### src/rtl/hilo_ctrl.sv
// HI/LO controller: decodes HI/LO-class EX instructions, issues MUL/DIV requests
// to the multiply/divide unit and collects the 64-bit result into HI/LO.
module hilo_ctrl (
    input  logic        clk,
    input  logic        reset,
    input  logic        ex_valid,
    input  logic [2:0]  ex_op,
    input  logic        ex_sign,
    input  logic [31:0] ex_src0,
    input  logic [31:0] ex_src1,
    input  logic        ex_flush,
    output logic        ex_stall,
    output logic [31:0] ex_rdata,
    output logic [31:0] md_in_src0,
    output logic [31:0] md_in_src1,
    output logic [1:0]  md_in_op,
    output logic        md_in_sign,
    output logic        md_in_valid,
    input  logic        md_in_ready,
    input  logic        md_out_valid,
    output logic        md_out_ready,
    input  logic [31:0] md_res0,
    input  logic [31:0] md_res1,
    output logic [31:0] hi,
    output logic [31:0] lo,
    output logic [1:0]  dbg_state
);

    // Handshake: a transfer happens on a rising edge where valid & ready are both
    // high; the sender holds valid and payload stable until that edge.

    typedef enum logic [1:0] {
        ST_IDLE  = 2'd0,
        ST_ISSUE = 2'd1,
        ST_WAIT  = 2'd2
    } state_t;

    localparam logic [2:0] OP_MULT = 3'd1;
    localparam logic [2:0] OP_DIV  = 3'd2;
    localparam logic [2:0] OP_MTHI = 3'd3;
    localparam logic [2:0] OP_MTLO = 3'd4;
    localparam logic [2:0] OP_MFHI = 3'd5;
    localparam logic [2:0] OP_MFLO = 3'd6;

    state_t      state_q, state_d;
    logic [31:0] hi_q, hi_d, lo_q, lo_d;
    logic [31:0] src0_q, src0_d, src1_q, src1_d;
    logic [1:0]  op_q, op_d;
    logic        sign_q, sign_d;
    logic        md_in_valid_q, md_in_valid_d;
    logic        md_out_ready_q, md_out_ready_d;

    logic ex_live, is_md, is_hilo, idle;

    always_comb begin
        ex_live  = ex_valid & ~ex_flush;
        is_md    = (ex_op == OP_MULT) | (ex_op == OP_DIV);
        is_hilo  = (ex_op >= OP_MULT) & (ex_op <= OP_MFLO);
        idle     = (state_q == ST_IDLE);
        ex_stall = ex_live & is_hilo & ~idle;
        ex_rdata = 32'd0;
        if (ex_live & idle) begin
            if (ex_op == OP_MFHI) ex_rdata = hi_q;
            else if (ex_op == OP_MFLO) ex_rdata = lo_q;
        end
    end

    always_comb begin
        state_d = state_q;
        hi_d    = hi_q;
        lo_d    = lo_q;
        src0_d  = src0_q;
        src1_d  = src1_q;
        op_d    = op_q;
        sign_d  = sign_q;
        case (state_q)
            ST_IDLE: begin
                if (ex_live & is_md) begin
                    src0_d  = ex_src0;
                    src1_d  = ex_src1;
                    sign_d  = ex_sign;
                    op_d    = (ex_op == OP_MULT) ? 2'b01 : 2'b10;
                    state_d = ST_ISSUE;
                end else if (ex_live & (ex_op == OP_MTHI)) begin
                    hi_d = ex_src0;
                end else if (ex_live & (ex_op == OP_MTLO)) begin
                    lo_d = ex_src0;
                end
            end
            ST_ISSUE: begin
                if (md_in_ready) state_d = ST_WAIT;
            end
            ST_WAIT: begin
                // The operation has already retired, so a flush in EX cannot cancel it.
                if (md_out_valid) begin
                    hi_d    = md_res1;
                    lo_d    = md_res0;
                    state_d = ST_IDLE;
                end
            end
            default: state_d = ST_IDLE;
        endcase
        md_in_valid_d  = (state_d == ST_ISSUE);
        md_out_ready_d = (state_d == ST_WAIT);
    end

    always_ff @(posedge clk) begin
        if (reset) begin
            state_q        <= ST_IDLE;
            hi_q           <= 32'd0;
            lo_q           <= 32'd0;
            src0_q         <= 32'd0;
            src1_q         <= 32'd0;
            op_q           <= 2'b00;
            sign_q         <= 1'b0;
            md_in_valid_q  <= 1'b0;
            md_out_ready_q <= 1'b0;
        end else begin
            state_q        <= state_d;
            hi_q           <= hi_d;
            lo_q           <= lo_d;
            src0_q         <= src0_d;
            src1_q         <= src1_d;
            op_q           <= op_d;
            sign_q         <= sign_d;
            md_in_valid_q  <= md_in_valid_d;
            md_out_ready_q <= md_out_ready_d;
        end
    end

    assign md_in_src0   = src0_q;
    assign md_in_src1   = src1_q;
    assign md_in_op     = op_q;
    assign md_in_sign   = sign_q;
    assign md_in_valid  = md_in_valid_q;
    assign md_out_ready = md_out_ready_q;
    assign hi           = hi_q;
    assign lo           = lo_q;
    assign dbg_state    = state_q;

endmodule

### config.mk
export PLATFORM = sky130hd
export DESIGN_NAME = hilo_ctrl
export DESIGN_NICKNAME = d
export VERILOG_FILES = /design/src/rtl/hilo_ctrl.sv
export SDC_FILE = /design/constraint.sdc
export NUM_CORES = 1
export LEC_CHECK = 0
export ABC_AREA = 0
export BUFFER_PORTS_ARGS = -buffer_cell sky130_fd_sc_hd__buf_2
export CELL_PAD_IN_SITES_DETAIL_PLACEMENT = 2
export CELL_PAD_IN_SITES_GLOBAL_PLACEMENT = 2
export CORE_MARGIN = 3
export CORE_UTILIZATION = 23
export CTS_CLUSTER_SIZE = 40
export DETAILED_ROUTE_END_ITERATION = 16
export GPL_ROUTABILITY_DRIVEN = 0
export PLACE_DENSITY_LB_ADDON = 0.1
export SYNTH_ARGS = -nofsm -noshare
export SYNTH_HDL_FRONTEND = slang
export SYNTH_SLANG_ARGS = --single-unit
### constraint.sdc
create_clock -name clk -period 1.6 [get_ports clk]
set_input_delay 0.08 -clock clk [delete_from_list [all_inputs] [get_ports clk]]
set_output_delay 0.08 -clock clk [all_outputs]
set_load 0.01 [all_outputs]
# Word level (Yosys, flattened, before mapping)
# Index checks and enable logic that the tools add are counted.
dict set report op_classes {
  n_addsub 0
  mul 0
  div_mod_pow 0
  magnitude_cmp 2
  eq_ne 15
  n_shift 0
  mux 17
  n_bitwise 11
  reduce_logical 5
}
# op count
set op_table {}
lappend op_table {{2-to-1 mux 32 bit} 10}
lappend op_table {{one-hot mux 32 bit (2 select lines)} 2}
lappend op_table {{equality test 3 bit, second input constant} 3}
lappend op_table {{bitwise AND 1 bit} 8}
lappend op_table {{2-to-1 mux 2 bit} 4}
lappend op_table {{equality test 3 x 2 -> 1 bit, second input constant} 2}
lappend op_table {{!= test 2 bit, second input constant} 3}
lappend op_table {{one-hot mux 2 bit (3 select lines)} 1}
lappend op_table {{AND reduction 5 bit} 1}
lappend op_table {{equality test 2 x 1 -> 1 bit, second input constant} 2}
lappend op_table {{equality test 2 bit, second input constant} 2}
lappend op_table {{!= test 2 x 1 -> 1 bit, second input constant} 2}
lappend op_table {{AND reduction 4 bit} 1}
lappend op_table {{equality test 3 x 1 -> 1 bit, second input constant} 1}
lappend op_table {{>= comparator 3 x 1 -> 1 bit, second input constant} 1}
lappend op_table {{<= comparator 3 bit, second input constant} 1}
lappend op_table {{logical NOT 2 bit} 1}
lappend op_table {{NOT 1 bit} 2}
lappend op_table {{AND reduction 2 bit} 1}
lappend op_table {{nonzero test 2 bit} 1}
lappend op_table {{OR 1 bit} 1}
dict set report word_totals {
  reg_bits 135
  latch_bits 0
  ram_bits 0
  mem_bits_ro 0
  input_bits 138
  out_inout_bits 168
  wordCells 59
  n_memories 0
}

# Logic depth before layout (Yosys ltp)
dict set report logic_depth {
  depth_word 7
  depth_mapped 7
}

# Worst setup path after synthesis
# OpenSTA, ideal clock, no wires.
dict set report synth_path {
  path_kind {flip-flop to flip-flop}
  from {reg state_q[1] (netlist: dbg_state[1])}
  to {reg hi_q[0] (netlist: hi[0])}
  setup_ps 121
  t_arrival_ps 1460
  slack_ps 19
  path_stages_with_launch 6
  n_path_buf 1
  period_less_slack_ps 1581
  cell_sequence {dfxtp_1 > and2b_1 > a311oi_2 > nand2_2 > buf_6 > mux2_4}
}
dict set report synth_between {
  elab_chain_len 3
  elab_cells_between_ends 8
}
# item line
set synth_lines {}
lappend synth_lines {{start: declaration} 45} ;# state_t state_q, state_d;
lappend synth_lines {{start signal: assignment} 119} ;# state_q <= state_d;
lappend synth_lines {{equality test 2 bit or logical NOT 2 bit (tied branches)} 76} ;# case (state_q)
lappend synth_lines {{!= test 2 bit (no line), or another cell as far along} --}
lappend synth_lines {{AND reduction 4 bit (no line)} --}
lappend synth_lines {{end signal: assignment} 120} ;# hi_q <= hi_d;
lappend synth_lines {{end: declaration} 46} ;# logic [31:0] hi_q, hi_d, lo_q, lo_d;
# Parallel ways exist; a longest one is shown, timed or not.
# A chain may end at the register's enable or synchronous reset.

# Final worst setup path
dict set report layout_path {
  from {reg state_q[1] (netlist: dbg_state[1])}
  to {reg hi_q[20] (netlist: hi[20])}
}
# Same word-level chain as after synthesis.

==> results_dict.tcl <==
set metrics [dict create \
    status "finished, violations left" \
    violations "setup timing" \
    ant_nets 0 \
    finalSetupViolCount 96 \
    p_total_w 0.00903 \
    min-delay-start "ex_op[0]" \
    ys_types 33 \
    boundaryPins 306 \
    synthToLayoutAreaGrowth_pct 61.5 \
    tritoncts "yes" \
    cp_data_arrival_time_ns 2.13 \
    htreeDepth 4 \
    ys_seq_elements 135 \
    skew_ns 0.00755 \
    clock.fmax_mhz 546 \
    rows 61 \
    cp.required_ns 1.90 \
    synth-edff-count 0 \
    netlist_top_cells_count "228 x nand2_1, 135 x dfxtp_1, 132 x a21oi_1" \
    worstRegToRegCells 8 \
    antenna_found_initial 0 \
    grt_pass1_vias 7718 \
    grt_max_degree 45 \
    syn_nets 925 \
    clockBufferDepth 2 \
    cap_violations 0 \
    setup.worst_path.class "reg -> reg" \
    slew_headroom_pct 38.0 \
    crit_path_frequent_cell "buf_4" \
    syn-cell-area_sq_um 6550 \
    die_area_sq_um 30500 \
    clk_pin_slew_ns 0.06 \
    crit_family "buffers and inverters" \
    async_flop_share_pct 0 \
    synth_flop_cell "dfxtp_1" \
    yosys.area.top_type_share_pct 41.3 \
    rsz0062_at_grt "yes" \
    overflow 0 \
    clk_latency_ns 0.43 \
    dieHeight_microns 175 \
    die_w_microns 175 \
    cp_max_fo 8 \
    powerDensity_nw_per_um2 854 \
    dp_slack_ns -0.138 \
    syn_area_per_cell_sq_um 8.32 \
    drc 0 \
    whs_ns 0.0521 \
    yosys_warnings 0 \
    start_util_pct 23.4 \
    place_hpwl_mm 20.8 \
    cts-root-buf "clkbuf_16" \
    yosysMostFrequentCell "nand2_1" \
    routed_wl_mm 30.4 \
    slowest_delay_ns 0.33 \
    drt_iter0_markers 269 \
    min_period_ns 1.83 \
    fin_ws_ns -0.230 \
    whs_path_depth 3 \
    cp_slowest_cell "dfxtp_2" \
    dr_total_vias 7029 \
    grt_pass1_wl_mm 46.2 \
    finalHoldViolCount 0 \
    avgRoutedWirePerCell_microns 19.4 \
    whs_endpoint "md_in_op[1]" \
    fin_setup_tns_ns -15.29 \
    io_buffers 305 \
    syn_inst 787 \
    vias_per_cell 4.49 \
    period_share_pct 114 \
    r2r_slack_ns -0.23 \
    peakVddDrop_v 0.000436 \
    numCtsBuffers 17 \
    antenna-diode-count 0 \
    yosysSeqAreaShare_pct 41.3 \
    cp_cell_sequence "buf_4, and2b_1, a311oi_2, buf_4, nand2_4, buf_6, buf_16, mux2_4" \
    r2r_end "hi[20]" \
    design.core.area_sq_um 27900 \
    r2r-start "dbg_state[1]" \
    synth_top_area_cell "dfxtp_1" \
    drive_gt1_share_pct 43.0 \
    cp-end-kind "flip-flop" \
    grt.total_usage_pct 19.6 \
    hold_class "in -> reg" \
    synth_area_leaders "dfxtp_1 41%, mux2_4 14%, nand2_1 13%, a21oi_1 10%, a22oi_1 3.7%" \
    slew_violations 0 \
    cp-start-kind "flip-flop" \
    p_leak_nw 4.93 \
    numClockSinks 135 \
    first_pass_iters 4 \
    cp_num_buf_inv 4 \
    fin_nets 1311 \
    worst_slew_pin_slew_ns 0.918 \
]
[flip-flops by register name (all words and copies together) (netlist names)]
signal / cells
dbg_state: 2
hi: 32
lo: 32
md_in_op: 2
md_in_sign: 1
md_in_src0: 32
md_in_src1: 32
md_in_valid: 1
md_out_ready: 1
[through the flow]
stage | instances | area (sq um) | util, %
floorplan | 787 | 6550 | -
global placement | 1452 | 8790 | 31.5
detailed placement | 1452 | 8790 | 31.5
CTS | 1561 | 10500 | 37.5
global route | 1564 | 10600 | 37.9
finish | 1564 | 10600 | 37.9
[power breakdown]
group / internal (W) / total (W) / switching [W]
logic: 0.000670 / 0.00132 / 0.000646
registers: 0.00347 / 0.00354 / 0.0000739
clock network: 0.00247 / 0.00418 / 0.00171
total: 0.00661 / 0.00903 / 0.00243
[cells in the final DEF, fill, tap and decap left out, types with 2 or more instances in the layout]
cell type / n
dlygate4sd3_1: 67
nand3_1: 2
nor2_4: 15
dfxtp_2: 2
nor2_2: 7
nand2_1: 227
clkinv_2: 2
inv_1: 3
o21ai_0: 2
buf_2: 290
clkinvlp_4: 4
nor2b_1: 36
a22oi_1: 32
buf_4: 32
and2b_1: 20
a21oi_1: 129
clkbuf_16: 17
buf_16: 5
nor2_1: 15
dfxtp_1: 133
mux2_2: 4
and2b_2: 9
bufinv_16: 3
buf_12: 19
inv_6: 4
nor3b_2: 2
mux2_4: 60
nand2b_1: 2
a21oi_2: 3
buf_6: 19
[worst max path at each step]
stage | from | to | slack, ns | cells after the start
final | dbg_state[1] | hi[20] | -0.23 | 8
after global routing | dbg_state[1] | hi[14] | -0.29 | 8
after CTS | dbg_state[1] | ex_rdata[22] | -0.23 | 5
after detailed placement | dbg_state[0] | hi[18] | -0.14 | 5
after global placement | ex_op[2] | hi[11] | -0.1 | 6
after floorplan | dbg_state[1] | hi[0] | 0.02 | 5
[layout make-up]
| class | count | area (sq um) |
|---|---|---|
| Fill cell | 3270 | 17400 |
| Inverter | 3 | 11.3 |
| Timing Repair Buffer | 432 | 3090 |
| Sequential cell | 135 | 2710 |
| Multi-Input combinational cell | 584 | 3690 |
| Clock buffer | 18 | 429 |
| Clock inverter | 14 | 174 |
| Tap cell | 378 | 473 |
[worst reg2reg max path: stages (launching register included)]
cell and delay [ns]:
dfxtp_2 0.33, buf_4 0.15, and2b_1 0.16, a311oi_2 0.22, buf_4 0.17, nand2_4 0.07, buf_6 0.17, buf_16 0.16
mux2_4 0.30
[metal layers]
metal | global-route usage [%] | share of wire [%]
met1 | 23.9 | 43
met2 | 33.5 | 48
met3 | 6.58 | 7.0
met4 | 4.39 | 1.3
met5 | 0 | 0
[cell families (layout without fill, tap and decap cells)]
logic type / after synthesis / after routing / synth area share, %
buf+inv: 68 / 467 / 5.69
mux: 64 / 64 / 14.4
xor+xnor: 1 / 1 / 0.134
compound gates: 171 / 171 / 14.6
flops: 135 / 135 / 41.3
simple gates: 348 / 348 / 23.9
[timing repair]
| action | in CTS | in global routing |
|---|---|---|
| cloned | 5 | 0 |
| gates resized for setup | 60 | 22 |
| setup buffers | 6 | 4 |
| hold endpoints to repair | 68 | 1 |
| hold buffers | 66 | 1 |
| setup endpoints to repair | 162 | 136 |
| pin swaps | 16 | 4 |
Note: power is estimated with default switching activity, not from simulation.
